`src/rtl/serial_subtractor_if.sv`:
```
// Handshake and operand/result bundle for serial_subtractor.
// The master side (requester) drives start/a/b; the slave side (the
// subtractor) drives busy/done/diff/borrow.
// Optional macro SERIAL_SUB_SIGNED_OVF_EN adds the signed overflow flag ovf.
interface serial_subtractor_if #(
  parameter int WIDTH = 8
) ();

  logic             start;
  logic [WIDTH-1:0] a;
  logic [WIDTH-1:0] b;
  logic             busy;
  logic             done;
  logic [WIDTH-1:0] diff;
  logic             borrow;
`ifdef SERIAL_SUB_SIGNED_OVF_EN
  logic             ovf;

  modport master (output start, output a, output b,
                  input busy, input done, input diff, input borrow, input ovf);
  modport slave  (input start, input a, input b,
                  output busy, output done, output diff, output borrow, output ovf);
`else
  modport master (output start, output a, output b,
                  input busy, input done, input diff, input borrow);
  modport slave  (input start, input a, input b,
                  output busy, output done, output diff, output borrow);
`endif

endinterface

```
`src/rtl/serial_subtractor.sv`:
```
// Bit-serial subtractor: diff = a - b (mod 2^WIDTH) plus final borrow.
// One full-subtractor cell and a borrow flip-flop consume one operand bit
// per clock, LSB first. FSM: IDLE -> SHIFT (WIDTH edges) -> DONE.
//
// The outputs form a register stage one clock behind the FSM state: busy is
// visible during the WIDTH cycles after each SHIFT edge, and done/diff/borrow
// are loaded on the edge that leaves DONE. With start sampled at edge N this
// puts the done pulse in the cycle after edge N+WIDTH+1, and a start seen in
// DONE is taken on that same edge, so results arrive every WIDTH+1 clocks.
//
// Optional macro SERIAL_SUB_SIGNED_OVF_EN: adds output ovf, the two's-
// complement overflow of the subtraction, derived from the captured operand
// MSBs (not the live inputs).
module serial_subtractor #(
  parameter int WIDTH = 8
) (
  input  logic                  clk,
  input  logic                  rst_n,
  serial_subtractor_if.slave    bus
);

  localparam int CW = $clog2(WIDTH + 1);
  localparam logic [CW-1:0] LAST_CNT = CW'(WIDTH - 1);

  typedef enum logic [1:0] {
    S_IDLE  = 2'd0,
    S_SHIFT = 2'd1,
    S_DONE  = 2'd2
  } state_t;

  // Full-subtractor difference bit.
  function automatic logic sub_diff(input logic x, input logic y, input logic bin);
    return x ^ y ^ bin;
  endfunction

  // Full-subtractor borrow out.
  function automatic logic sub_borrow(input logic x, input logic y, input logic bin);
    return (~x & y) | (~(x ^ y) & bin);
  endfunction

  state_t           state_r;
  logic [WIDTH-1:0] a_sr_r;
  logic [WIDTH-1:0] b_sr_r;
  logic [WIDTH-1:0] res_sr_r;
  logic [CW-1:0]    cnt_r;
  logic             borrow_ff_r;
  logic             busy_r;
  logic             done_r;
  logic [WIDTH-1:0] diff_r;
  logic             borrow_r;
  logic             d_s;
  logic             bnext_s;
`ifdef SERIAL_SUB_SIGNED_OVF_EN
  logic             a_msb_r;
  logic             b_msb_r;
  logic             ovf_r;
`endif

  // Single subtractor cell working on the current LSBs.
  always_comb begin
    d_s     = sub_diff(a_sr_r[0], b_sr_r[0], borrow_ff_r);
    bnext_s = sub_borrow(a_sr_r[0], b_sr_r[0], borrow_ff_r);
  end

  // FSM, operand/result shift registers and registered outputs.
  always_ff @(posedge clk or negedge rst_n) begin
    if (!rst_n) begin
      state_r     <= S_IDLE;
      a_sr_r      <= {WIDTH{1'b0}};
      b_sr_r      <= {WIDTH{1'b0}};
      res_sr_r    <= {WIDTH{1'b0}};
      cnt_r       <= {CW{1'b0}};
      borrow_ff_r <= 1'b0;
      busy_r      <= 1'b0;
      done_r      <= 1'b0;
      diff_r      <= {WIDTH{1'b0}};
      borrow_r    <= 1'b0;
`ifdef SERIAL_SUB_SIGNED_OVF_EN
      a_msb_r     <= 1'b0;
      b_msb_r     <= 1'b0;
      ovf_r       <= 1'b0;
`endif
    end else begin
      busy_r <= (state_r == S_SHIFT);
      done_r <= (state_r == S_DONE);
      case (state_r)
        S_IDLE: begin
          if (bus.start) begin
            a_sr_r      <= bus.a;
            b_sr_r      <= bus.b;
            res_sr_r    <= {WIDTH{1'b0}};
            borrow_ff_r <= 1'b0;
            cnt_r       <= {CW{1'b0}};
`ifdef SERIAL_SUB_SIGNED_OVF_EN
            a_msb_r     <= bus.a[WIDTH-1];
            b_msb_r     <= bus.b[WIDTH-1];
`endif
            state_r     <= S_SHIFT;
          end else begin
            state_r     <= S_IDLE;
          end
        end
        S_SHIFT: begin
          res_sr_r    <= {d_s, res_sr_r[WIDTH-1:1]};
          a_sr_r      <= {1'b0, a_sr_r[WIDTH-1:1]};
          b_sr_r      <= {1'b0, b_sr_r[WIDTH-1:1]};
          borrow_ff_r <= bnext_s;
          cnt_r       <= cnt_r + CW'(1);
          if (cnt_r == LAST_CNT) begin
            state_r <= S_DONE;
          end else begin
            state_r <= S_SHIFT;
          end
        end
        S_DONE: begin
          // Result is complete in res_sr_r/borrow_ff_r; publish it.
          diff_r   <= res_sr_r;
          borrow_r <= borrow_ff_r;
`ifdef SERIAL_SUB_SIGNED_OVF_EN
          ovf_r    <= (a_msb_r != b_msb_r) && (res_sr_r[WIDTH-1] != a_msb_r);
`endif
          if (bus.start) begin
            a_sr_r      <= bus.a;
            b_sr_r      <= bus.b;
            res_sr_r    <= {WIDTH{1'b0}};
            borrow_ff_r <= 1'b0;
            cnt_r       <= {CW{1'b0}};
`ifdef SERIAL_SUB_SIGNED_OVF_EN
            a_msb_r     <= bus.a[WIDTH-1];
            b_msb_r     <= bus.b[WIDTH-1];
`endif
            state_r     <= S_SHIFT;
          end else begin
            state_r     <= S_IDLE;
          end
        end
        default: begin
          state_r <= S_IDLE;
        end
      endcase
    end
  end

  assign bus.busy   = busy_r;
  assign bus.done   = done_r;
  assign bus.diff   = diff_r;
  assign bus.borrow = borrow_r;
`ifdef SERIAL_SUB_SIGNED_OVF_EN
  assign bus.ovf    = ovf_r;
`endif

endmodule

```
`src/flat_wrapper.sv`:
```
// flat-port wrapper written by rule: the top's interface ports become plain ports
module serial_subtractor_flat 
#(
  parameter int WIDTH = 8
)
  (clk, rst_n, bus_start, bus_a, bus_b, bus_busy, bus_done, bus_diff, bus_borrow);
  serial_subtractor_if #(.WIDTH(WIDTH)) bus_i ();
  input  logic clk;
  input  logic rst_n;
  input wire logic [$bits(bus_i.start)-1:0] bus_start;
  input wire logic [$bits(bus_i.a)-1:0] bus_a;
  input wire logic [$bits(bus_i.b)-1:0] bus_b;
  output wire logic [$bits(bus_i.busy)-1:0] bus_busy;
  output wire logic [$bits(bus_i.done)-1:0] bus_done;
  output wire logic [$bits(bus_i.diff)-1:0] bus_diff;
  output wire logic [$bits(bus_i.borrow)-1:0] bus_borrow;
  assign bus_i.start = bus_start;
  assign bus_i.a = bus_a;
  assign bus_i.b = bus_b;
  assign bus_busy = bus_i.busy;
  assign bus_done = bus_i.done;
  assign bus_diff = bus_i.diff;
  assign bus_borrow = bus_i.borrow;
  serial_subtractor #(.WIDTH(WIDTH)) u_core (.clk(clk), .rst_n(rst_n), .bus(bus_i));
endmodule
```
`config.mk`:
```
export PLATFORM = sky130hd
export DESIGN_NAME = serial_subtractor_flat
export DESIGN_NICKNAME = d
export VERILOG_FILES = /design/src/rtl/serial_subtractor_if.sv /design/src/rtl/serial_subtractor.sv /design/src/flat_wrapper.sv
export SDC_FILE = /design/constraint.sdc
export NUM_CORES = 1
export LEC_CHECK = 0
export BUFFER_PORTS_ARGS = -buffer_cell sky130_fd_sc_hd__buf_2
export CAP_MARGIN = 20
export CORE_ASPECT_RATIO = 1.1
export CORE_UTILIZATION = 54
export CTS_CLUSTER_SIZE = 12
export DETAILED_ROUTE_END_ITERATION = 10
export GPL_TIMING_DRIVEN = 0
export PLACE_DENSITY = 0.77
export REMOVE_ABC_BUFFERS = 1
export SLEW_MARGIN = 20
export SYNTH_ARGS = -nofsm -noshare
export SYNTH_HDL_FRONTEND = slang
export SYNTH_SLANG_ARGS = --single-unit
```
`constraint.sdc`:
```
create_clock -name clk -period 1.41 [get_ports clk]
set_clock_uncertainty 0.1 [all_clocks]
set_input_delay 0.0705 -clock clk [delete_from_list [all_inputs] [get_ports clk]]
set_output_delay 0.0705 -clock clk [all_outputs]
set_load 0.05 [all_outputs]
```
---- Word level (Yosys, flattened, before mapping) ----
Index checks and enable logic that the tools add are counted.
storage, ports and cells
  flip-flop bits (word level) ............. 42
  latch bits .............................. 0
  RAM bits ................................ 0
  ROM bits ................................ 0
  input bits .............................. 19
  output and inout bits ................... 11
  word-level logic and storage cells ...... 39
  memories ................................ 0
operators by class
  add/sub/neg operators ................... 1
  multiply operators ...................... 0
  div/mod/pow operators ................... 0
  magnitude comparators ................... 0
  eq/ne operators ......................... 4
  shift operators ......................... 0
  muxes and demuxes ....................... 13
  bitwise operators ....................... 7
  reductions and logical operators ........ 4
operators with widths
  operator               count
  $pmux W8 S2            3
  $mux W8                3
  $pmux W4 S2            1
  $add A4 B1 Y4 const B  1
  $eq A4 B3 Y1 const B   1
  $mux W4                1
  $pmux W2 S2            1
  $and A1 B1 Y1          2
  $eq A2 B1 Y1 const B   1
  $eq A2 B2 Y1 const B   1
  $logic_not A2 Y1       1
  $mux W1                2
  $mux W2                1
  $ne A2 B1 Y1 const B   1
  $not A1 Y1             2
  $pmux W1 S2            1
  $reduce_and A2 Y1      1
  $reduce_bool A2 Y1     1
  $reduce_or A2 Y1       1
  $xor A1 B1 Y1          2
  $or A1 B1 Y1           1

---- Depth between registers and ports, before layout ----
  depth in word-level cells ............... 5
  gate-level depth with buffers ........... 5
  depth with buffers taken out ............ 4

---- Worst setup path before layout ----
No wires, ideal clock.
  path type ............................... register to register
  start point ............................. reg u_core.state_r[1]
  end point ............................... reg u_core.cnt_r[2]
  setup time .............................. 0.121 ns
  arrival time ............................ 1.041 ns
  data required time ...................... 1.189 ns
  setup slack ............................. 0.148 ns
  cell stages (with the launch flop) ...... 5
  buffers on the path ..................... 1
  period minus slack after synthesis ...... 1.262 ns
  cells stage by stage .................... dfrtp_1 -> nand2b_1 -> buf_4 -> mux2i_1 -> a22o_1
between the ends
  longest elaborated chain between the ends .. 4
  elaborated cells on any way between the ends .. 8
  those cells by class .................... eq/ne (3); mux (1); reduce/logical (4)
RTL lines
  item                                                          line                      RTL
  from (decl)                                                   serial_subtractor.sv:41   state_t state_r;
  from (signal assigned)                                        serial_subtractor.sv:68   state_r <= S_IDLE;
  from (signal assigned)                                        serial_subtractor.sv:98   state_r <= S_SHIFT;
  from (signal assigned)                                        serial_subtractor.sv:100  state_r <= S_IDLE;
  $eq A2 B2 Y1 or $logic_not A2 Y1 (tied branches)              serial_subtractor.sv:86   case (state_r)
  $reduce_or A2 Y1 (no line)                                    --
  $ne A2 B1 Y1 (no line) or $reduce_bool A2 Y1 (tied branches)  --
  $reduce_and A2 Y1 (no line)                                   --
  to (signal assigned)                                          serial_subtractor.sv:93   cnt_r <= {CW{1'b0}};
  to (signal assigned)                                          serial_subtractor.sv:108  cnt_r <= cnt_r + CW'(1);
  to (signal assigned)                                          serial_subtractor.sv:127  cnt_r <= {CW{1'b0}};
  to (decl)                                                     serial_subtractor.sv:45   logic [CW-1:0] cnt_r;
Several ways; a longest one is shown, not always the timed one.
A chain may end at the register's enable or synchronous reset.

---- Worst setup path after layout ----
  start point ............................. reg u_core.state_r[0]
  end point ............................... reg u_core.cnt_r[2]
The elaborated chain is that of the path after synthesis.

==> flow_metrics.tcl <==
set metrics [dict create \
    clk_latency_ns 0.35 \
    critPathCaptureType "register" \
    power.ir.vdd_worst_mv 1.195 \
    final_min_period_over_clock_period 1.004 \
    met2WireLength_um 2022 \
    antennaDiodeCount 0 \
    setup-violations-final 1 \
    most_frequent_standard_cell_in_the_layout_excluding_fill_and_tap_cells "sky130_fd_sc_hd__dfrtp_1" \
    syn2layout_area_growth_pct 30.47 \
    clkSinkCount 42 \
    detailroute.via_count 1320 \
    mostFrequentLayoutCells "sky130_fd_sc_hd__dfrtp_1, sky130_fd_sc_hd__buf_2, sky130_fd_sc_hd__dlygate4sd3_1" \
    number_of_antenna_violations_at_the_first_check_in_global_routing 0 \
    transition_at_the_pin_with_the_smallest_max_transition_slack_ns 0.9175 \
    antenna_violating_nets_post_route 0 \
    fin_total_pwr_uw 5383 \
    clock_tree.root_cell "sky130_fd_sc_hd__clkbuf_4" \
    yosys_reg_bits 42 \
    synthesis.instances 144 \
    cellPowerDensity_nw_per_um2 2321 \
    wl_met3_um 171 \
    layout.nets 220 \
    post_synth_num_cell_types 24 \
    finalMaxSlewViolations 0 \
    io_pins 30 \
    firstDrtPassIters 7 \
    type_of_origin_of_the_critical_path "register" \
    synthesis.area_um2 1778 \
    final_hpwl_dp_um 2049 \
    max-cap-violations 0 \
    min_path_type "in2async" \
    fp.dieW_um 56.71 \
    worst-setup-path-type "reg2reg" \
    m1WireLength_um 1609 \
    synth_seq_area_share 0.5911 \
    max_clock_freq_ghz 0.7063 \
    final_cells 234 \
    cp.arrival_ns 1.57 \
    fin_worst_hold_slack_ns 0.2891 \
    drc 8 \
    post_syn_area_per_cell_um2 12.35 \
    totalWireLength_um 3830 \
    chipHeight_um 62.18 \
    synth_warnings 0 \
    dpl.cell_count 197 \
    die_area_um2 3526 \
    cp_data_required_time_ns 1.56 \
    overflow 0 \
    setup_slack_ns -0.005745 \
    maximum_number_of_pins_on_one_net_before_global_route_repair 43 \
    all_layer_global_routing_usage 0.2595 \
    buffer_ports.inserted 29 \
    hold_viol_final 0 \
    maxUsedRoutingLayer "met4" \
    cts_tree "yes" \
    route.detailed.vias_per_inst 5.641 \
    rsz_0062_raised_after_global_routing "yes" \
    drtIter0Drc 56 \
    cellLeakagePower_uw 0.001126 \
    critPathMaxFanout 7 \
    max_slew_margin 0.3883 \
    post-route-min-period_ns 1.416 \
    gp_routability_congestion 0.7068 \
    grt_pass1_wl_um 6748 \
    violations "DRC, setup timing" \
    detail_route.wl_per_cell_um 16.37 \
    path_clk_slew_ns 0.12 \
    grt_pass1_vias 1439 \
    setup_total_negative_slack_ns -0.005745 \
    htree_num_levels 2 \
    cts_inserted_buffers 5 \
    finish.utilization 0.7482 \
    placement_rows 21 \
    fillCellCount 213 \
    outcome "finished with violations" \
    design.core.area_um2 3100 \
    ctsLongestPathBuffers 2 \
    start_util 0.5734 \
    drive_above_1_share 0.3350 \
]
[worst max-delay path: stages (launching register included)]
cell and delay [ns]:
sky130_fd_sc_hd__dfrtp_4 0.54, sky130_fd_sc_hd__and2b_4 0.36, sky130_fd_sc_hd__mux2i_1 0.11, sky130_fd_sc_hd__a22o_1 0.21
[stage by stage]
stage / cell area, um2 / setup slack [ns]
after floorplan: 1725 / -0.7320
after global placement: 1913 / -1.239
after detailed placement: 1913 / -1.345
after CTS: 2280 / 0.01666
after global routing: 2320 / -0.05253
final: 2320 / -0.005745
[sequential cells by signal (all words and copies together) (netlist names)]
signal / cells
u_core.a_sr_r: 8
u_core.b_sr_r: 8
u_core.borrow_ff_r: 1
u_core.bus.borrow: 1
u_core.bus.busy: 1
u_core.bus.diff: 8
u_core.bus.done: 1
u_core.cnt_r: 4
u_core.res_sr_r: 8
u_core.state_r: 2
[path summary, 6_finish.rpt]
path / slack [ns] / cells after the start / to / start
max: -0.006 / 3 / u_core.cnt_r[2] / u_core.state_r[0]
min: 0.29 / 2 / u_core.bus.diff[2] / rst_n
max reg2reg: -0.006 / 3 / u_core.cnt_r[2] / u_core.state_r[0]
max in group asynchronous: 0.26 / 2 / u_core.state_r[0] / rst_n
min in group clk: 0.39 / 2 / u_core.bus.borrow / u_core.bus.borrow
min reg2reg: 0.39 / 2 / u_core.bus.borrow / u_core.bus.borrow
[metal layers]
layer  track usage  vias up
met3       0.04583        2
met5             0        -
met2        0.4435       42
li1              -      628
met1        0.3182      648
met4        0.1156        0
[cells in the mapped netlist]
library cell	instances	area share
sky130_fd_sc_hd__fa_1	1	0.011
sky130_fd_sc_hd__buf_2	8	0.023
sky130_fd_sc_hd__o21ai_1	1	0.0028
sky130_fd_sc_hd__nand4b_1	1	0.0049
sky130_fd_sc_hd__nor2b_1	1	0.0035
sky130_fd_sc_hd__mux2_2	8	0.051
sky130_fd_sc_hd__o2bb2ai_1	1	0.0049
sky130_fd_sc_hd__a22o_1	11	0.054
sky130_fd_sc_hd__mux2i_1	17	0.096
sky130_fd_sc_hd__xnor2_1	1	0.0049
sky130_fd_sc_hd__inv_2	1	0.0021
sky130_fd_sc_hd__nand2_1	3	0.0063
sky130_fd_sc_hd__nor2_1	1	0.0021
sky130_fd_sc_hd__inv_1	3	0.0063
sky130_fd_sc_hd__nor2_4	1	0.0063
sky130_fd_sc_hd__nand2b_1	3	0.011
sky130_fd_sc_hd__dfrtp_1	42	0.59
sky130_fd_sc_hd__and2b_1	1	0.0042
sky130_fd_sc_hd__clkbuf_2	1	0.0028
sky130_fd_sc_hd__ha_1	1	0.0070
sky130_fd_sc_hd__buf_4	1	0.0042
sky130_fd_sc_hd__nor3_1	1	0.0028
sky130_fd_sc_hd__nand3_1	17	0.048
sky130_fd_sc_hd__o21ai_0	18	0.051
[where the power goes]
part | switching, uW | internal, uW | total [uW]
clock | 378 | 367 | 746
combinational | 1540 | 1010 | 2550
sequential | 341 | 1740 | 2080
total | 2260 | 3120 | 5380
[final cells by class]
type	instances	area, um2	area share
inverter	4	20.02	0.008630
clock inverter	3	40.04	0.01726
clock buffer	5	37.54	0.01618
multi-input combinational	92	733.2	0.3161
tap	34	42.54	0.01834
timing repair buffer	54	390.4	0.1683
sequential	42	1056	0.4552
[cells by family after synthesis]
| kind of cell | synth area share |
|---|---|
| flip-flops | 0.5911 |
| AO/OA/AOI/OAI | 0.1126 |
| AND/OR/NAND/NOR | 0.08867 |
| multiplexers | 0.1464 |
| buffers and inverters | 0.03800 |
| adder cells (fa/ha/maj) | 0.01830 |
| XOR/XNOR | 0.004927 |
[timing repair]
item / CTS / global route
gates resized for setup: 13 / 11
cloned: 4 / 0
endpoints found under the hold margin: 59 / 0
hold buffers: 18 / 0
setup buffers: 4 / 3
setup endpoints to repair: 42 / 31
pin swaps: 3 / 7
Note: power is estimated with default switching activity, not from simulation.
